--- config.mk ---
export PLATFORM = sky130hd
export DESIGN_NAME = shutdown_sense_ctrl
export DESIGN_NICKNAME = d
export VERILOG_FILES = /design/src/rtl/shutdown_sense_ctrl.sv
export SDC_FILE = /design/constraint.sdc
export NUM_CORES = 1
export LEC_CHECK = 0
export ABC_CLOCK_PERIOD_IN_PS = 2160
export CORE_MARGIN = 3
export CORE_UTILIZATION = 45
export DETAILED_ROUTE_END_ITERATION = 10
export GPL_TIMING_DRIVEN = 0
export PLACE_DENSITY = 0.74
export SYNTH_ARGS = -nofsm -noshare
export SYNTH_HDL_FRONTEND = slang
export SYNTH_SLANG_ARGS = --single-unit
--- constraint.sdc ---
create_clock -name clk -period 2.16 [get_ports clk]
set_clock_uncertainty 0.15 [all_clocks]
set_input_delay 0.432 -clock clk [delete_from_list [all_inputs] [get_ports clk]]
set_output_delay 0.432 -clock clk [all_outputs]
set_load 0.01 [all_outputs]
--- src/rtl/shutdown_sense_ctrl.sv ---
// Scan controller for the external 8:1 shutdown-sense mux: steps the select, settles, samples, latches sticky flags.
// Optional consecutive-sample filtering is enabled by defining SHUTDOWN_SENSE_FILTER_EN.
module shutdown_sense_ctrl #(
    parameter int unsigned NUM_CH        = 8,
    parameter int unsigned SEL_W         = 3,
    parameter int unsigned SETTLE_CYCLES = 16,
    parameter int unsigned FILTER_COUNT  = 3
) (
    input  logic              clk,
    input  logic              rst,
    input  logic              enable,
    input  logic              clear,
    input  logic              shutdown_sense_pin,
    output logic [SEL_W-1:0]  shutdown_sense_sel,
    output logic [NUM_CH-1:0] shutdown_sense,
    output logic [NUM_CH-1:0] shutdown_live,
    output logic              any_shutdown,
    output logic              scan_done,
    output logic              scanning
);

    localparam int unsigned CNT_W = (SETTLE_CYCLES > 1) ? $clog2(SETTLE_CYCLES) : 1;
    localparam logic [CNT_W-1:0] CNT_LAST = CNT_W'(SETTLE_CYCLES - 1);
    localparam logic [SEL_W-1:0] SEL_LAST = SEL_W'(NUM_CH - 1);

    typedef enum logic [1:0] {IDLE, SETTLE, SAMPLE} state_t;

    // Elaboration-time guard against configurations the scan timing cannot support
    if (SETTLE_CYCLES < 3 || FILTER_COUNT < 1 || NUM_CH < 2 || NUM_CH > (1 << SEL_W)) begin : g_bad_cfg
        $error("shutdown_sense_ctrl: unsupported parameter combination");
    end

    state_t            state;
    logic [CNT_W-1:0]  settle_cnt;
    logic [1:0]        sync_ff;
    logic              pin_s;
    logic              sample_now;
    logic [NUM_CH-1:0] set_mask;
    logic [NUM_CH-1:0] sense_nxt;

    assign pin_s      = sync_ff[1];
    assign sample_now = (state == SAMPLE);

`ifdef SHUTDOWN_SENSE_FILTER_EN
    localparam int unsigned FCNT_W = $clog2(FILTER_COUNT + 1);
    localparam logic [FCNT_W-1:0] FILT_MAX = FCNT_W'(FILTER_COUNT);

    logic [FCNT_W-1:0] filt_cnt [NUM_CH];
    logic [FCNT_W-1:0] filt_nxt [NUM_CH];

    // Per-channel saturating run counters; a flag only sets on the FILTER_COUNT-th consecutive hit
    always_comb begin
        set_mask = '0;
        for (int i = 0; i < NUM_CH; i++) begin
            filt_nxt[i] = clear ? '0 : filt_cnt[i];
            if (sample_now && shutdown_sense_sel == SEL_W'(i)) begin
                if (pin_s) begin
                    filt_nxt[i] = (filt_cnt[i] == FILT_MAX) ? FILT_MAX : filt_cnt[i] + FCNT_W'(1);
                    set_mask[i] = (filt_nxt[i] == FILT_MAX);
                end else begin
                    filt_nxt[i] = '0;
                end
            end
        end
    end

    always_ff @(posedge clk or posedge rst) begin
        if (rst) begin
            for (int i = 0; i < NUM_CH; i++) filt_cnt[i] <= '0;
        end else begin
            for (int i = 0; i < NUM_CH; i++) filt_cnt[i] <= filt_nxt[i];
        end
    end
`else
    always_comb begin
        set_mask = '0;
        for (int i = 0; i < NUM_CH; i++) begin
            set_mask[i] = sample_now && pin_s && (shutdown_sense_sel == SEL_W'(i));
        end
    end
`endif

    // A fault sampled in the same cycle as clear survives the clear
    assign sense_nxt = (clear ? '0 : shutdown_sense) | set_mask;

    always_ff @(posedge clk or posedge rst) begin
        if (rst) begin
            state              <= IDLE;
            settle_cnt         <= '0;
            sync_ff            <= '0;
            shutdown_sense_sel <= '0;
            shutdown_sense     <= '0;
            shutdown_live      <= '0;
            any_shutdown       <= 1'b0;
            scan_done          <= 1'b0;
            scanning           <= 1'b0;
        end else begin
            sync_ff        <= {sync_ff[0], shutdown_sense_pin};
            shutdown_sense <= sense_nxt;
            any_shutdown   <= |shutdown_sense;
            scan_done      <= 1'b0;
            case (state)
                IDLE: begin
                    shutdown_sense_sel <= '0;
                    settle_cnt         <= '0;
                    if (enable) begin
                        state    <= SETTLE;
                        scanning <= 1'b1;
                    end
                end
                SETTLE: begin
                    if (!enable) begin
                        state              <= IDLE;
                        scanning           <= 1'b0;
                        shutdown_sense_sel <= '0;
                        settle_cnt         <= '0;
                    end else if (settle_cnt == CNT_LAST) begin
                        state <= SAMPLE;
                    end else begin
                        settle_cnt <= settle_cnt + CNT_W'(1);
                    end
                end
                SAMPLE: begin
                    for (int i = 0; i < NUM_CH; i++) begin
                        if (shutdown_sense_sel == SEL_W'(i)) shutdown_live[i] <= pin_s;
                    end
                    settle_cnt <= '0;
                    scan_done  <= (shutdown_sense_sel == SEL_LAST);
                    if (enable) begin
                        state              <= SETTLE;
                        shutdown_sense_sel <= (shutdown_sense_sel == SEL_LAST) ? '0
                                              : shutdown_sense_sel + SEL_W'(1);
                    end else begin
                        state              <= IDLE;
                        scanning           <= 1'b0;
                        shutdown_sense_sel <= '0;
                    end
                end
                default: begin
                    state    <= IDLE;
                    scanning <= 1'b0;
                end
            endcase
        end
    end

endmodule

; ---- Word-level counts from Yosys, hierarchy flattened
; Cells that the tools add are included.
[op_classes]
add_sub_neg = 2
muxes = 17
bitwise = 1
n_reduce_logical = 28
n_eq_ne = 15
[op_table]
columns = operator, count
row1 = 2-bit AND reduction, 12
row2 = 3-bit equality test (second input constant), 4
row3 = 1-bit logical AND, 9
row4 = 3-bit two-way mux, 3
row5 = 3-bit one-hot mux with 3 select lines, 1
row6 = 4-bit two-way mux, 2
row7 = 8-bit two-way mux, 1
row8 = 8-bit bitwise OR, 1
row9 = 4-bit one-hot mux with 2 select lines, 1
row10 = 8-bit OR reduction, 1
row11 = 3-bit by 2-bit equality test with 1-bit output (second input constant), 2
row12 = 2-bit two-way mux, 3
row13 = 2-bit != test (second input constant), 3
row14 = 3-bit != test (second input constant), 2
row15 = 2-bit one-hot mux with 3 select lines, 1
row16 = 4-bit by 1-bit adder with 4-bit output (second input constant), 1
row17 = 4-bit equality test (second input constant), 1
row18 = 1-bit two-way mux, 4
row19 = 2-bit OR reduction, 2
row20 = 3-bit by 1-bit adder with 3-bit output (second input constant), 1
row21 = 3-bit by 1-bit equality test with 1-bit output (second input constant), 1
row22 = 3-bit zero test, 1
row23 = 3-bit nonzero test, 1
row24 = 2-bit by 1-bit equality test with 1-bit output (second input constant), 1
row25 = other kinds (4), 4
[totals]
ff_bits = 30
elab_cells = 79

; ---- Longest topological paths before layout
[depth]
word_depth = 4
depth_mapped = 6

; ---- Least setup slack after synthesis
; Ideal clock, no wire load.
[synth_timing]
path_type = reg2reg
startpoint = register state[0]
endpoint = register settle_cnt[3]
arrival_ns = 1.298
path_stages_with_launch = 6
setup_slack_ns = 0.626
n_path_buf = 1
t_required_ns = 1.923
synth_period_minus_slack_ns = 1.534
cell_sequence = dfrtp_1 -> inv_1 -> ha_1 -> buf_2 -> o41a_1 -> o211ai_1
[synth_between]
elab_chain_cells = 4
word_cells_on_any_way = 8
[synth_lines]
columns = item, line
row1 = start: declaration, 33  ; state_t state;
row2 = start signal: assignment, 88  ; state <= IDLE;
row3 = start signal: assignment, 107  ; state <= SETTLE;
row4 = start signal: assignment, 113  ; state <= IDLE;
row5 = 2-bit equality test / 2-bit zero test (equally long branches), 102  ; case (state)
row6 = 2-bit OR reduction (no source line), -
row7 = 2-bit nonzero test (no source line), -
row8 = 2-bit AND reduction (no source line), -
row9 = end signal: assignment, 120  ; settle_cnt <= settle_cnt + CNT_W'(1);
row10 = end: declaration, 34  ; logic [CNT_W-1:0] settle_cnt;
; Several ways; a longest one is shown, not always the timed one.
; A chain may end at the register's enable or synchronous reset.

; ---- Worst setup path after layout
[layout_timing]
startpoint = register shutdown_sense_sel[2]
endpoint = output shutdown_sense_sel[2]
[layout_lines]
columns = item, line
row1 = start: declaration, 14  ; output logic [SEL_W-1:0] shutdown_sense_sel,
row2 = start signal: assignment, 131  ; shutdown_sense_sel <= (shutdown_sense_sel == SEL_LAST) ? '0
; No word-level cell between the ends.

==> results.md <==
Run status:
- The run finished with clean final reports.

Final layout:
- The fraction of layout instances using a drive strength above 1 is 8.19%.
- The filler cells instantiated in the layout total approximately 250.
- Compared with the post-synthesis result, the final layout area differs by 26.4%.
- In the layout the commonest cells are 30 x sky130_fd_sc_hd__dfrtp_1, 26 x sky130_fd_sc_hd__clkdlybuf4s50_1, 24 x sky130_fd_sc_hd__o21ai_0, 19 x sky130_fd_sc_hd__nand2_1, 16 x sky130_fd_sc_hd__inv_1.
- The antenna diode instance count is 0.
- The final layout contains 186 nets.
- The most common library cell in the layout ignoring fill and taps is sky130_fd_sc_hd__dfrtp_1.

Timing:
- The slew at the pin closest to its max-slew limit is 1.11 ns.
- Setup violations remaining at the end of the flow were counted as 0.
- The final number of hold-violating endpoints is 0.
- The relative max-transition margin is 25.9%.
- For this run, the top clock speed supported by timing is 493 MHz.
- The minimum period implied by the final worst setup slack is between 2 and 2.5 ns.
- The final critical path takes up between 90% and 100% of the cycle.
- The number of pins exceeding their max-slew limit in the final report was 0.
- The final setup TNS is 0 ns.
- Setup repair after global routing left no endpoint under its margin.

Logic synthesis:
- The flop and latch count out of synthesis is 30.
- The netlist uses 29 different library cells.
- After synthesis the cells add up to 0.00141 mm².
- Counting every instance in the synthesized netlist gives 137.
- The sequential element share of the synthesized area is between 50% and 60%.
- The net count after synthesis is 153.
- The mean instance size in the synthesized netlist is 10.3 µm².
- During synthesis, Yosys emitted a total of 0 warnings.

Drt:
- Once detail routing completed, the nets flagged for antenna violations numbered 0.
- The via count of the routed design is about 1100.
- The routed via count divided by cell count is 5.19.
- In the final routed layout, each cell accounts on average for approximately 14 µm.
- The post-detailed-route DRC marker count is 0.
- In this run, the number of DRC markers left after iteration 0 of detailed routing was 56.
- The detailed-router iteration count before antenna repair is 4.
- After detailed routing, the total wire length is between 2 and 3 mm.

Critical path:
- For this run, the slowest stage of the critical path takes 0.60 ns.
- Data on the critical path is required at its endpoint by roughly 1.6 ns.
- The slowest cell on the critical path is sky130_fd_sc_hd__clkdlybuf4s50_1.
- The peak fanout along the critical path is 10.
- The setup slack on the worst flop-to-flop path is 0.41 ns.
- The critical path is of the flip-flop to primary output type.
- The worst setup path is launched from a flip-flop.
- The kind of cell with the highest combined delay on the critical path is buffers and inverters.
- Data on the critical path arrives at its endpoint at 1.45 ns.
- The buffer and inverter count on the worst path is 1.
- Walking the worst path, the cells encountered are clkdlybuf4s50_1.
- The worst setup path is captured at a primary output.

Clock tree:
- The TritonCTS clock tree is yes.
- Counting along the longest clock path gives a buffer depth of 2.
- The H-tree was split into 2 levels.
- The clock net in this run drives a total of 30 sinks.
- The number of hold buffers added after CTS was 0.
- The number of buffers added by the clock tree synthesis step is 5.
- The quantity of gates resized following cts is 0.
- The clock root buffer is sky130_fd_sc_hd__clkbuf_4.
- Clock-pin slew was measured on the worst setup and hold paths at ~0.09 ns.
- At the later pin of the worst-skew pair, clock insertion delay measures 0.31 ns.
- The post-CTS repair timing setup buffer count is 0.

Power and ir drop:
- The leakage dissipation is 0.808 nW.
- Power spread over the standard cell area amounts to approximately 670 mW/mm².
- The largest voltage drop on the vdd net is 0.429 mV.
- The total power is 0.00119 W.

Die:
- The die area is 0.00385 mm².
- The starting density of the core is slightly below 50%.
- Measured along the y axis, the die boundary spans about 62 µm.
- After floorplanning, the core was divided into 19 placement rows.
- After floorplanning, the core was sized to cover 0.00288 mm².
- The die width is 62.0 µm.
- 27 I/O pins were placed.

Global routing:
- The number of antenna violations at the first check in global routing is 0.
- The global route total overflow is 0.
- The global-route total usage across every layer is 16.4%.
- The via count of the first global-routing pass is 1010.
- The first global-routing pass estimated approximately 4.6 mm of wire.
- The pin count of the biggest net entering global routing is 31.

Placed design:
- The number of buffers added on ports is 26.
- The congestion estimate from routability-driven global placement came to 0.752.
- Once detailed placement completed, the half-perimeter wirelength came to 2.13 mm.

Job:
- The count of max-cap constraint violations is 0.

Min path:
- The worst hold path belongs to the class flip-flop to flip-flop.
==> cell families (layout without fill, tap and decap cells) <==
logic type	count (synthesis)	in the layout	share of synthesized area, %
AND/OR/NAND/NOR	37	37	13.3
multiplexers	3	3	2.13
buffers and inverters	18	52	4.96
AO/OA/AOI/OAI	38	38	16.7
adder cells (fa/ha/maj)	11	11	9.74
flip-flops	30	30	53.1
==> flip-flops by register name, indices dropped and copies added (netlist names) <==
name                cells
settle_cnt              4
shutdown_sense          8
scanning                1
shutdown_live           8
shutdown_sense_sel      3
state                   2
any_shutdown            1
sync_ff                 2
scan_done               1
==> routing by layer <==
layer	up-vias	routed length, µm	global-route usage [%]
li1	549	-	-
met1	524	1310	21.3
met2	31	1420	25.3
met3	2	151	5.58
met4	0	13	6.36
met5	-	0	0
==> cell type report <==
cell class | count | area, µm² | area share, %
flip-flops and latches | 30 | 751 | 42.0
multi-input cells | 89 | 592 | 33.1
repair buffers | 26 | 260 | 14.6
inverters | 16 | 60.1 | 3.36
clock buffers | 7 | 55.1 | 3.08
well taps | 42 | 52.6 | 2.94
plain buffers | 2 | 10.0 | 0.561
clock inverters | 1 | 5.00 | 0.280
==> final timing paths <==
| path | startpoint | to | cells past startpoint |
|---|---|---|---|
| worst max-delay path | shutdown_sense_sel[2]$_DFFE_PP0P_ | shutdown_sense_sel[2] | 1 |
| worst min-delay path | sync_ff[0]$_DFF_PP0_ | sync_ff[1]$_DFF_PP0_ | 0 |
| worst max register to register | state[1]$_DFFE_PP0P_ | settle_cnt[0]$_DFFE_PP0P_ | 6 |
| worst min register to register | sync_ff[0]$_DFF_PP0_ | sync_ff[1]$_DFF_PP0_ | 0 |
| max in group asynchronous | rst | shutdown_live[3]$_DFFE_PP0P_ | 2 |
| min in group asynchronous | rst | any_shutdown$_DFF_PP0_ | 2 |
==> synthesized netlist by cell type, drive strengths merged <==
library cell	number	area share, %
a21o	1	0.53
inv	16	4.3
nor2	1	0.27
a22o	1	0.71
a311oi	1	0.62
dfrtp	30	53
o22ai	3	1.3
a21oi	1	0.35
o41a	1	0.80
nand2	19	5.0
nor4	2	0.89
nor4b	1	0.62
o21ai	24	8.5
o211ai	1	0.53
and2	2	0.89
nor3	2	1.1
nand3	4	1.8
a32o	1	0.71
a22oi	2	1.1
and3	1	0.53
nor2b	1	0.44
a2111oi	1	1.1
mux2i	3	2.1
ha	11	9.7
buf	2	0.71
nand4	4	1.8
o31ai	1	0.53
==> per-stage QoR <==
| stage | hold WS, ns | instances | utilization, % | area, µm² | worst slack (ns) |
|---|---|---|---|---|---|
| floorplan | 0.181 | 137 | - | 1410 | 0.626 |
| global placement | 0.188 | 205 | 60.0 | 1730 | 0.232 |
| detailed placement | 0.186 | 205 | 60.0 | 1730 | 0.190 |
| CTS | 0.207 | 213 | 62.1 | 1790 | 0.136 |
| global route | 0.216 | 213 | 62.1 | 1790 | 0.0698 |
| finish | 0.205 | 213 | 62.1 | 1790 | 0.131 |
==> power breakdown <==
| group | internal (W) | total (W) | leakage, nW | switching (W) |
|---|---|---|---|---|
| logic | 0.000101 | 0.000240 | 0.362 | 0.000139 |
| registers | 0.000587 | 0.000612 | 0.410 | 0.0000250 |
| clock network | 0.000158 | 0.000339 | 0.0353 | 0.000182 |
| total | 0.000845 | 0.00119 | 0.808 | 0.000346 |
No activity file was read; power rests on OpenSTA's default activity.
